## src/rtl/nor_stimulus_gen.sv

```systemverilog
// nor_stimulus_gen: clock-derived stimulus for the four-input NOR stage.
// Mode 0 produces four independent square waves, one per input.
// Mode 1 produces a one-shot sweep of all 16 input vectors.
// The sweep reports busy/done status to a downstream checker.
module nor_stimulus_gen #(
    parameter int unsigned CNT_W = 8,
    parameter int unsigned HP_A  = 10,
    parameter int unsigned HP_B  = 7,
    parameter int unsigned HP_C  = 5,
    parameter int unsigned HP_D  = 1,
    parameter int unsigned DWELL = 4
) (
    input  logic clk,
    input  logic rst_n,
    input  logic en,
    input  logic mode,
    input  logic start,
    output logic a,
    output logic b,
    output logic c,
    output logic d,
    output logic busy,
    output logic done
);

    typedef enum logic [1:0] {
        ST_IDLE  = 2'd0,
        ST_SWEEP = 2'd1,
        ST_DONE  = 2'd2
    } state_t;

    localparam logic [CNT_W-1:0] CNT_ZERO   = CNT_W'(0);
    localparam logic [CNT_W-1:0] CNT_ONE    = CNT_W'(1);
    localparam logic [CNT_W-1:0] DWELL_LAST = CNT_W'(DWELL - 1);

    // Terminal count per channel; bit 3 of the vector is a, bit 0 is d.
    function automatic logic [CNT_W-1:0] hp_limit(input logic [1:0] idx);
        logic [CNT_W-1:0] lim;
        case (idx)
            2'd3:    lim = CNT_W'(HP_A - 1);
            2'd2:    lim = CNT_W'(HP_B - 1);
            2'd1:    lim = CNT_W'(HP_C - 1);
            2'd0:    lim = CNT_W'(HP_D - 1);
            default: lim = CNT_ZERO;
        endcase
        return lim;
    endfunction

    state_t           state_r, state_s;
    logic [3:0]       vec_r, vec_s;
    logic [CNT_W-1:0] cnt_r [0:3];
    logic [CNT_W-1:0] cnt_s [0:3];
    logic [CNT_W-1:0] dwell_r, dwell_s;
    logic             busy_r, busy_s;
    logic             done_r, done_s;
    logic             mode_prev_r;

    // Next-state and next-output computation for the whole block.
    always_comb begin
        state_s = state_r;
        vec_s   = vec_r;
        cnt_s   = cnt_r;
        dwell_s = dwell_r;
        busy_s  = busy_r;
        done_s  = 1'b0;

        case (state_r)
            ST_IDLE: begin
                busy_s = 1'b0;
                if (mode != mode_prev_r) begin
                    // A mode change restarts every waveform from a known phase.
                    vec_s   = 4'b0000;
                    dwell_s = CNT_ZERO;
                    for (int i = 0; i < 4; i++) begin
                        cnt_s[i] = CNT_ZERO;
                    end
                end else if (mode == 1'b0) begin
                    if (en) begin
                        for (int i = 0; i < 4; i++) begin
                            if (cnt_r[i] == hp_limit(2'(i))) begin
                                cnt_s[i] = CNT_ZERO;
                                vec_s[i] = ~vec_r[i];
                            end else begin
                                cnt_s[i] = cnt_r[i] + CNT_ONE;
                            end
                        end
                    end else begin
                        vec_s = vec_r;
                    end
                end else begin
                    vec_s = 4'b0000;
                    if (en && start) begin
                        // Free-run counters are cleared so a later mode-0 run starts cleanly.
                        state_s = ST_SWEEP;
                        dwell_s = CNT_ZERO;
                        busy_s  = 1'b1;
                        for (int i = 0; i < 4; i++) begin
                            cnt_s[i] = CNT_ZERO;
                        end
                    end else begin
                        state_s = ST_IDLE;
                    end
                end
            end

            ST_SWEEP: begin
                busy_s = 1'b1;
                if (en) begin
                    if (dwell_r == DWELL_LAST) begin
                        dwell_s = CNT_ZERO;
                        if (vec_r == 4'b1111) begin
                            state_s = ST_DONE;
                            vec_s   = 4'b0000;
                            busy_s  = 1'b0;
                            done_s  = 1'b1;
                        end else begin
                            vec_s = vec_r + 4'b0001;
                        end
                    end else begin
                        dwell_s = dwell_r + CNT_ONE;
                    end
                end else begin
                    dwell_s = dwell_r;
                end
            end

            ST_DONE: begin
                state_s = ST_IDLE;
                vec_s   = 4'b0000;
                busy_s  = 1'b0;
                done_s  = 1'b0;
            end

            default: begin
                state_s = ST_IDLE;
                vec_s   = 4'b0000;
                busy_s  = 1'b0;
                done_s  = 1'b0;
            end
        endcase
    end

    // State and output registers with synchronous active-low reset.
    always_ff @(posedge clk) begin
        if (!rst_n) begin
            state_r     <= ST_IDLE;
            vec_r       <= 4'b0000;
            dwell_r     <= CNT_ZERO;
            busy_r      <= 1'b0;
            done_r      <= 1'b0;
            mode_prev_r <= 1'b0;
            for (int i = 0; i < 4; i++) begin
                cnt_r[i] <= CNT_ZERO;
            end
        end else begin
            state_r     <= state_s;
            vec_r       <= vec_s;
            dwell_r     <= dwell_s;
            busy_r      <= busy_s;
            done_r      <= done_s;
            mode_prev_r <= mode;
            for (int i = 0; i < 4; i++) begin
                cnt_r[i] <= cnt_s[i];
            end
        end
    end

    assign a    = vec_r[3];
    assign b    = vec_r[2];
    assign c    = vec_r[1];
    assign d    = vec_r[0];
    assign busy = busy_r;
    assign done = done_r;

endmodule

```

## config.mk

```make
export PLATFORM = sky130hd
export DESIGN_NAME = nor_stimulus_gen
export DESIGN_NICKNAME = d
export VERILOG_FILES = /design/src/rtl/nor_stimulus_gen.sv
export SDC_FILE = /design/constraint.sdc
export NUM_CORES = 1
export LEC_CHECK = 0
export CAP_MARGIN = 5
export CORE_MARGIN = 2
export CORE_UTILIZATION = 50
export DETAILED_ROUTE_END_ITERATION = 10
export GPL_ROUTABILITY_DRIVEN = 0
export HOLD_SLACK_MARGIN = 0.08
export PLACE_DENSITY = 0.68
export SYNTH_ARGS = -nofsm -noshare
export SYNTH_HDL_FRONTEND = slang
export SYNTH_SLANG_ARGS = --single-unit
```

## constraint.sdc

```tcl
create_clock -name clk -period 3.1 [get_ports clk]
set_clock_uncertainty 0.15 [all_clocks]
set_input_delay 0.93 -clock clk [delete_from_list [all_inputs] [get_ports clk]]
set_output_delay 0.93 -clock clk [all_outputs]
set_load 0.01 [all_outputs]
```

# Word level (Yosys, flattened, before mapping)
# Index checks and enable logic that the tools add are counted.
# classes
n_addsub,6
n_mux,56
n_eq_ne,21
n_reduce_logical,12
n_bitwise,4
# ops
operator,n
$mux 8,25
$mux 32,4
$add 8x1->8 const B,5
$eq 8x8->1,4
$mux 4,6
$reduce_and 4->1,6
$ne 4x4->1 const B,5
$pmux 8 s2,1
$mux 1,12
$mux 2,5
$ne 2x2->1 const B,5
$eq 8x2->1 const B,1
$pmux 4 s2,1
$ne 3x3->1 const B,2
$reduce_and 5->1,1
$add 4x1->4 const B,1
$eq 4x4->1 const B,1
$not 1->1,4
$pmux 2 s2,1
$ne 3x1->1 const B,1
$reduce_and 3->1,1
$reduce_bool 3->1,1
$eq 2x1->1 const B,1
$logic_not 2->1,1
other kinds (4),4
# word_totals
out_inout_bits,6
register_bits,49

# Depth between registers and ports, before layout
# Gate-level depths: netlist (run 1).
# logic_depth
word_depth,10
mapped_depth,8
mapped_depth_nobuf,7

# Least setup slack after synthesis (run 1)
# OpenSTA, ideal clock, no wires.
# synth_timing
path_kind,input -> register
startpoint,input port mode
endpoint,register cnt_r[6] in the netlist's numbering
cell_stages,7
required_ps,2878
setup_time_ps,72
arrival_time_ps,2488
slack_ps,390
cell_sequence,inv_1 > ha_1 > nor3_2 > a2111oi_4 > nand4_1 > or3_1 > a21oi_1
# synth_via
elab_chain_len,3
word_cells_on_any_way,6
# synth_lines
element,line,rtl
"start, declared",16,"input logic mode,"
$ne 1x1->1,70,if (mode != mode_prev_r) begin
$ne 3x1->1 (no source line) / $reduce_bool 3->1 (equally long branches),n/a,
$reduce_and 3->1 (no source line),n/a,
"end signal, assigned by index",163,cnt_r[i] <= cnt_s[i];
"end, declared",51,logic [CNT_W-1:0] cnt_r [0:3];
# Parallel ways exist; a longest one is shown, timed or not.
# A chain may end at the register's enable or synchronous reset.

# Worst setup path after layout (run 1)
# layout_timing
startpoint,input port mode
endpoint,register dwell_r[7]
# layout_via
elab_chain_len,3
word_cells_on_any_way,6
# layout_lines
element,line,rtl
$ne 1x1->1,70,
$ne 3x3->1 (no source line) / $mux 8 (equally long branches),n/a,
$reduce_and 4->1 (no source line) / $pmux 8 s2 (equally long branches),n/a,
"end signal, assigned",158,dwell_r <= dwell_s;
"end, declared",53,"logic [CNT_W-1:0] dwell_r, dwell_s;"
# Parallel ways exist; a longest one is shown, timed or not.

==> impl_summary.md, run 1 <==
Status
The flow ran to the end, and the final reports show no timing, DRC or antenna violations.

Pwr
The analysis attributes to cell leakage a power of 1.05 nW. The power density over the cells is 417 mW/mm2. The highest ir drop seen on vdd is 0.000272 V.

Clock network
The number of gates given a new drive strength after cts is 0. The clock-pin transition on the worst setup and hold timing paths is 80 ps. The CTS buffer count is 5. CTS saw 49 sinks.

The clock reaches the later pin of the worst-skew pair after 300 ps. The depth of the CTS H-tree is 2. The maximum count of clock buffers along a single path is 2. The number of buffers added for setup after CTS is 0. Hold repair after CTS inserted 0 buffers. The CTS tree is done.

The clock tree root driver cell is clkbuf_8.

Layout
In the layout the commonest cells are 51 x nor2_1, 49 x dfxtp_1, 22 x nand2_1. Summing all multi-input logic gate instances after layout gives 0.00143 mm2. In the final layout, the share of cells above drive strength 1 is 0.106. The finished layout cell area is 0.00287 mm2. In the final design database the tool counted 338 nets. The number of fillers in the final layout is 448.

The leading cell type in the layout, fill and taps excluded is nor2_1. The combined flip-flop and latch cell area is 981 um2. The area added between synthesis and finish is 14.8%.

The number of antenna cells inserted is 0.

Global routing
The number of global-route vias before repair is 1,904. Entering global routing, the biggest net connects 19 pins. The total global routing track utilization is 0.205.

After global routing the overflow that remains totals 0. The first-pass GRT wire length is 8870 um. The number of antenna violations at the first check in global routing came to 0.

Worst setup path
For this design, the slowest cell found on the critical path is a2111oi_0. The critical path launch point type is a primary input. The worst setup path is of the primary input to flop kind. STA puts the critical path data required time at 3130 ps. The arrival time of data at the critical path endpoint is 2910 ps. In this run the register-to-register setup slack is 790 ps. STA classifies the critical path endpoint as a flop. Along the worst path, the maximum fanout reaches 6. The delay of the slowest cell on the worst path is 540 ps.

Walking the worst path, the cells encountered are clkdlybuf4s50_1 > inv_1 > ha_2 > nand2b_1 > a21o_1 > a2111oi_0 > xnor2_1 > nor2_1.

Timing
The slew at the pin closest to its max-slew limit is 614 ps. The fraction of the cycle the final worst path needs is 0.930. Setup violations remaining at the end of the flow were counted as 0. For the finished layout, the period the worst path requires is 2880 ps. The max-slew violation count is 0. Setup repair after global routing left no endpoint under its margin. The worst pin sits at a relative slew slack of 0.587. On the final layout, the worst hold slack is 346 ps. The number of hold violations in the final report is 0. The highest achievable clock rate is 347 MHz.

Logic synthesis
The fraction of the mapped netlist area in compound gates came to 0.136. After synthesis, the share of cell area in mux cells is 0.00851. Counting every net in the synthesized netlist gives 311.

Counting every instance in the synthesized netlist gives 294. The basic-gate share of the synthesized area counting and, or, nand and nor cells is 0.256. By area, the combinational part of the netlist is dominated by simple AND/OR/NAND/NOR gates.

Ranked by total cell area, the synthesized netlist is headed by dfxtp_1 39%, nor2_1 7.7%, xor2_1 6.3%, ha_1 6.0%, xnor2_1 4.9%. The share of the yosys chip area belonging to registers is 0.393. The number of flip-flops and latches in the synthesized netlist is 49. The most area-hungry cell type in the Yosys netlist is dfxtp_1. The most instantiated flip-flop cell in the synthesis netlist is dfxtp_1. The cell area that synthesis handed to floorplanning was 0.00250 mm2.

Of the total synthesized cell area, the portion taken by XOR and XNOR cells is 0.112. Counting flops with a built-in enable in the synthesized netlist gives 0. Dividing the synthesized area by the synthesized cell count gives 8.50 um2.

The number of distinct library cell variants in the gate-level netlist after synthesis is 45. For this run, asynchronously set or reset flops after synthesis account for 0. During synthesis, Yosys emitted a total of 0 warnings. The arithmetic-cell share of the synthesized area counting full adders, half adders and majority gates is 0.0601. Of the post-synthesis cell area, the dominant cell type holds 0.393.

Drt
The DRC violations left is 0. The violation count after the first detailed-route iteration is 115. After detailed routing, the number of vias per cell comes to 5.37. Dividing the detail-routed wire length by the instance count gives 13.0 um. Before antenna repair, the detailed router went through 4 iterations. The antenna violation net count after detailed routing is 0. The total via count in the routed design is 2,085. Wires add up to 5060 um.

Placed design
The count of input and output buffers is 10. The cell area after placement is 0.00278 mm2. After legalization and detailed placement, the total HPWL measured 3700 um.

Floorplanning
The die covers 0.00558 mm2. For this design the top-level I/O count stands at 11. From bottom edge to top edge, the die measures 74.7 um. The core footprint is 0.00479 mm2. The starting density of the core is 0.522. The count of standard-cell rows is 25. In this run the horizontal extent of the chip is 74.7 um.

Flow run
Across the run, the number of max-cap violations was 0.

Min path
The worst min-delay path class is flop to flop.
[per-stage QoR]
stage	power, mW	worst slack [ps]	utilization	TNS [ps]	std cells
CTS	1.22	139	0.599	0	388
finish	1.20	216	0.599	0	388
global route	1.26	75.2	0.599	0	388
floorplan	0.772	390	-	0	294
global placement	0.833	-139	0.581	-1770	381
detailed placement	0.834	-156	0.581	-2150	381
[layout make-up]
cell class | instances | area share
inverters | 13 | 0.0170
repair buffers | 28 | 0.0820
well taps | 67 | 0.0292
multi-input cells | 224 | 0.500
clock buffers | 7 | 0.0301
flip-flops and latches | 49 | 0.342
[power by group]
part | total (mW) | internal [mW] | switching (mW)
sequential | 0.662 | 0.642 | 0.0193
clock | 0.375 | 0.177 | 0.198
combinational | 0.160 | 0.0736 | 0.0860
[registers in the layout, summed over array words and instances, names as in the netlist]
signal       flops
dwell_r          8
vec_r            4
busy             1
done             1
state_r          2
cnt_r           32
mode_prev_r      1
[Yosys cell counts, types with 4 or more instances]
| cell type | count |
|---|---|
| a2111oi_0 | 4 |
| a21oi_1 | 13 |
| and3_1 | 6 |
| buf_2 | 4 |
| dfxtp_1 | 49 |
| ha_1 | 12 |
| inv_1 | 13 |
| nand2_1 | 22 |
| nand3_1 | 9 |
| nand4_1 | 16 |
| nor2_1 | 51 |
| nor3_1 | 4 |
| nor4_1 | 4 |
| o21ai_0 | 11 |
| xnor2_1 | 14 |
| xor2_1 | 18 |
[cell families after synthesis]
group                      Yosys count
AOI/OAI and AO/OA                   49
xor gates and xnor gates            32
adders and majority gates           12
buffers and inverters               21
DFF                                 49
muxes                                2
and+or+nand+nor                    129
[routing by layer]
layer	GRT usage	vias up	routed length (um)
met1	0.293	964	2560
li1	-	1088	-
met4	0.0595	0	49
met2	0.318	26	2320
met5	0	-	0
met3	0.0402	7	136
[worst paths after layout]
check | startpoint | end | cells past startpoint
max | mode | dwell_r[7] | 8
min | cnt_r[17] | cnt_r[17] | 2
max reg2reg | cnt_r[24] | cnt_r[30] | 7
min reg2reg | cnt_r[17] | cnt_r[17] | 2
[critical path, delay by kind of cell]
family	cells	cell delay (ps)
compound gates	2	780
xor+xnor	1	180
buf+inv	2	530
simple gates	2	130
fa+ha+maj	1	370
Power figures use the tool's default switching activity.
==> inputs of run 2 (changes only) <==
- CORE_ASPECT_RATIO: unset -> 0.7
- TNS_END_PERCENT: unset -> 100
==> run 2 against run 1 <==
Design area is 1.4% higher. Sequential power about the same. Core utilization up 0.55 points. Via count shrank 0.14%. Critical endpoint is now dwell_r[6]. Die area is 0.16% higher. Fmax shrank 1.6%. Largest power group unchanged. Sequential share of layout area down 0.47 points. Non-clock buffer count grew 1. Worst setup slack worse by 46 ps. Register-to-register slack hardly changed. Largest cell class unchanged. Global-route usage up 0.57 points.
==> impl_summary.md, run 2 (synthesis gave the netlist of run 1 again) <==
Clock network
The clock tree synthesis step divided the H-tree into 2 levels. The CTS tree is done. The number of gates given a new drive strength after cts is 0. No sink is reached through more buffers than the 2 on the longest clock path.

The CTS buffer count is 5. The number of buffers added for setup after CTS is 0. The clock tree root driver cell is clkbuf_8. After clock tree synthesis, the flow added hold-fix buffers numbering 0.

The clock sink count is 49. The clock-pin transition on the worst setup and hold timing paths is 90 ps. The latest clock arrival within the worst-skew pair is 310 ps.

Worst setup path
The maximum fanout encountered on the critical timing path is 7. The arrival time of data at the critical path endpoint is 2980 ps. The worst register-to-register path begins at cnt_r[24]. By startpoint and endpoint, the worst setup path is classified as primary input to flop. Traced cell by cell, the critical path runs through clkdlybuf4s50_1 > inv_1 > ha_1 > buf_4 > nand2b_1 > a21o_1 > a2111oi_0 > xnor2_1 > nor2_1. The critical path required time is 3150 ps. Counting cells, the worst reg-to-reg path comes to 7. In this run the register-to-register setup slack is 790 ps.

The master of the slowest instance on the critical path is a2111oi_0. The terminus of the critical flop-to-flop path is cnt_r[30]. The delay of the slowest cell on the worst path is 550 ps.

The critical path launch point type is a primary input. The worst setup path is captured at a flop.

Status
The run finished with clean final reports.

Placed design
Once placement finished, the instance area stood at 0.00279 mm2. The count of input and output buffers is 10. The half-perimeter wire length after placement is 3810 um.

The number of placed instances, taps included, is 384.

Layout
The number of antenna cells inserted is 0. Once layout is done, the placed cells without fillers occupy 0.00291 mm2. The largest registers in the layout are cnt_r (32), dwell_r (8), vec_r (4). In the layout the commonest cells are 51 x nor2_1, 49 x dfxtp_1, 22 x nand2_1. The leading cell type in the layout, fill and taps excluded is nor2_1. Once layout is complete, the cells apart from fillers number 392. The final layout net count is 339.

The fraction of final layout cells sized beyond drive strength 1 is 0.111. The register with the most flip-flops in the layout has 32 of them. The register with the highest flop count is cnt_r. The area growth from synthesis to layout is 16.4%.

Pwr
IR analysis of the VDD net gives a maximum drop of 0.000223 V. The cell leakage power is 1.07 nW. For this design the ratio of total power to cell area is 450 mW/mm2.

Drt
The number of vias per cell is 5.31. The routed layout has 2,082 vias. The final layout contains routed wiring with a total length of 5230 um.

The antenna violation net count after detailed routing is 0. For this run, design rule violations remaining after detail routing come to 0. The first routing iteration left 120 violations. The detailed-routing iteration count for the pre-antenna-repair pass is 4. The post-detailed-route wirelength per cell is 13.3 um.

Floorplanning
The total area inside the core boundary comes to 0.00481 mm2. The die outline width is 88.5 um. The count of boundary I/O pins is 11. The die is 63.1 um tall. The count of standard-cell rows is 21. The full die area is 0.00559 mm2. The starting density of the core is 0.520.

Min path
In this run the most critical hold path is launched from cnt_r[17]. The capture endpoint of the worst hold path is cnt_r[17]. The cell depth of the worst hold path is 2. The worst hold path belongs to the class flop to flop.

Timing
Setup violations remaining at the end of the flow were counted as 0. For the pin with the worst max-slew slack, the measured transition is 608 ps. Derived from the worst setup path, the maximum achievable clock frequency is 341 MHz. The final critical path time including I/O delays and setup is 2930 ps. Setup repair after global routing left no endpoint under its margin.

In the finished design, the share of the clock period the worst path needs comes to 0.945. The number of hold violations in the final report was 0. The max-slew violation count is 0.

Measured against its own limit, the worst slew margin works out to 0.594.

Global routing
The maximum number of pins on one net before global-route repair is 19. The number of global-route vias before repair was 1,918. The first global-routing pass estimated 9220 um of wire. Across every metal layer, demand over resource in global routing totals 0.211. The total grt overflow is 0. The number of antenna violations at the first check in global routing is 0.

Flow run
Max-cap violations in this run came to 0.
==> run 2: changes by cell type in the layout (fill, tap and decap cells not counted), sizes merged <==
cell	before	now
buf	18	19
bufinv	0	1
clkbuf	7	6
clkinvlp	0	1
==> run 2: routing by layer <==
layer | track usage | vias up | part of all wire
met2 | 0.282 | 37 | 0.40
met4 | 0.0777 | 0 | 0.014
met3 | 0.0498 | 7 | 0.053
met5 | 0 | - | 0
li1 | - | 1097 | -
met1 | 0.323 | 941 | 0.53
==> run 2: final cells by class <==
type / instances / area [um2]
clock inverters: 2 / 37.5
repair buffers: 29 / 243
clock buffers: 6 / 82.6
well taps: 69 / 86.3
inverters: 13 / 48.8
flip-flops and latches: 49 / 981
fillers: 434 / 1900
multi-input cells: 224 / 1430
==> run 2: worst max-delay path, delay by kind of cell <==
kind / cells / cell delay (ps)
adder cells (fa/ha/maj): 1 / 300
AND/OR/NAND/NOR: 2 / 100
AO/OA/AOI/OAI: 2 / 800
buffers and inverters: 3 / 660
XOR/XNOR: 1 / 170
==> run 2: report_power, final <==
| group | internal, mW | switching [mW] | total, mW |
|---|---|---|---|
| registers | 0.642 | 0.0186 | 0.661 |
| clock network | 0.262 | 0.219 | 0.482 |
| logic | 0.0769 | 0.0887 | 0.166 |
==> run 2: worst max path at each step <==
stage / startpoint / end / slack (ps) / depth (start not counted)
2_1_floorplan: mode / cnt_r[6] / 390 / 7
3_3_place_gp: mode / dwell_r[5] / -140 / 9
3_5_place_dp: mode / dwell_r[6] / -150 / 9
4_1_cts: mode / dwell_r[6] / 170 / 9
5_1_grt: mode / dwell_r[7] / 30 / 9
6_report: mode / dwell_r[6] / 170 / 9
==> run 2: stage by stage <==
step	power [mW]	TNS, ps	hold slack (ps)	setup slack (ps)	util
detailed placement	0.840	-1590	337	-150	0.580
floorplan	0.772	0	307	390	-
CTS	1.32	0	350	170	0.605
global placement	0.838	-1300	331	-139	0.580
global route	1.37	0	372	29.6	0.605
finish	1.31	0	350	170	0.605
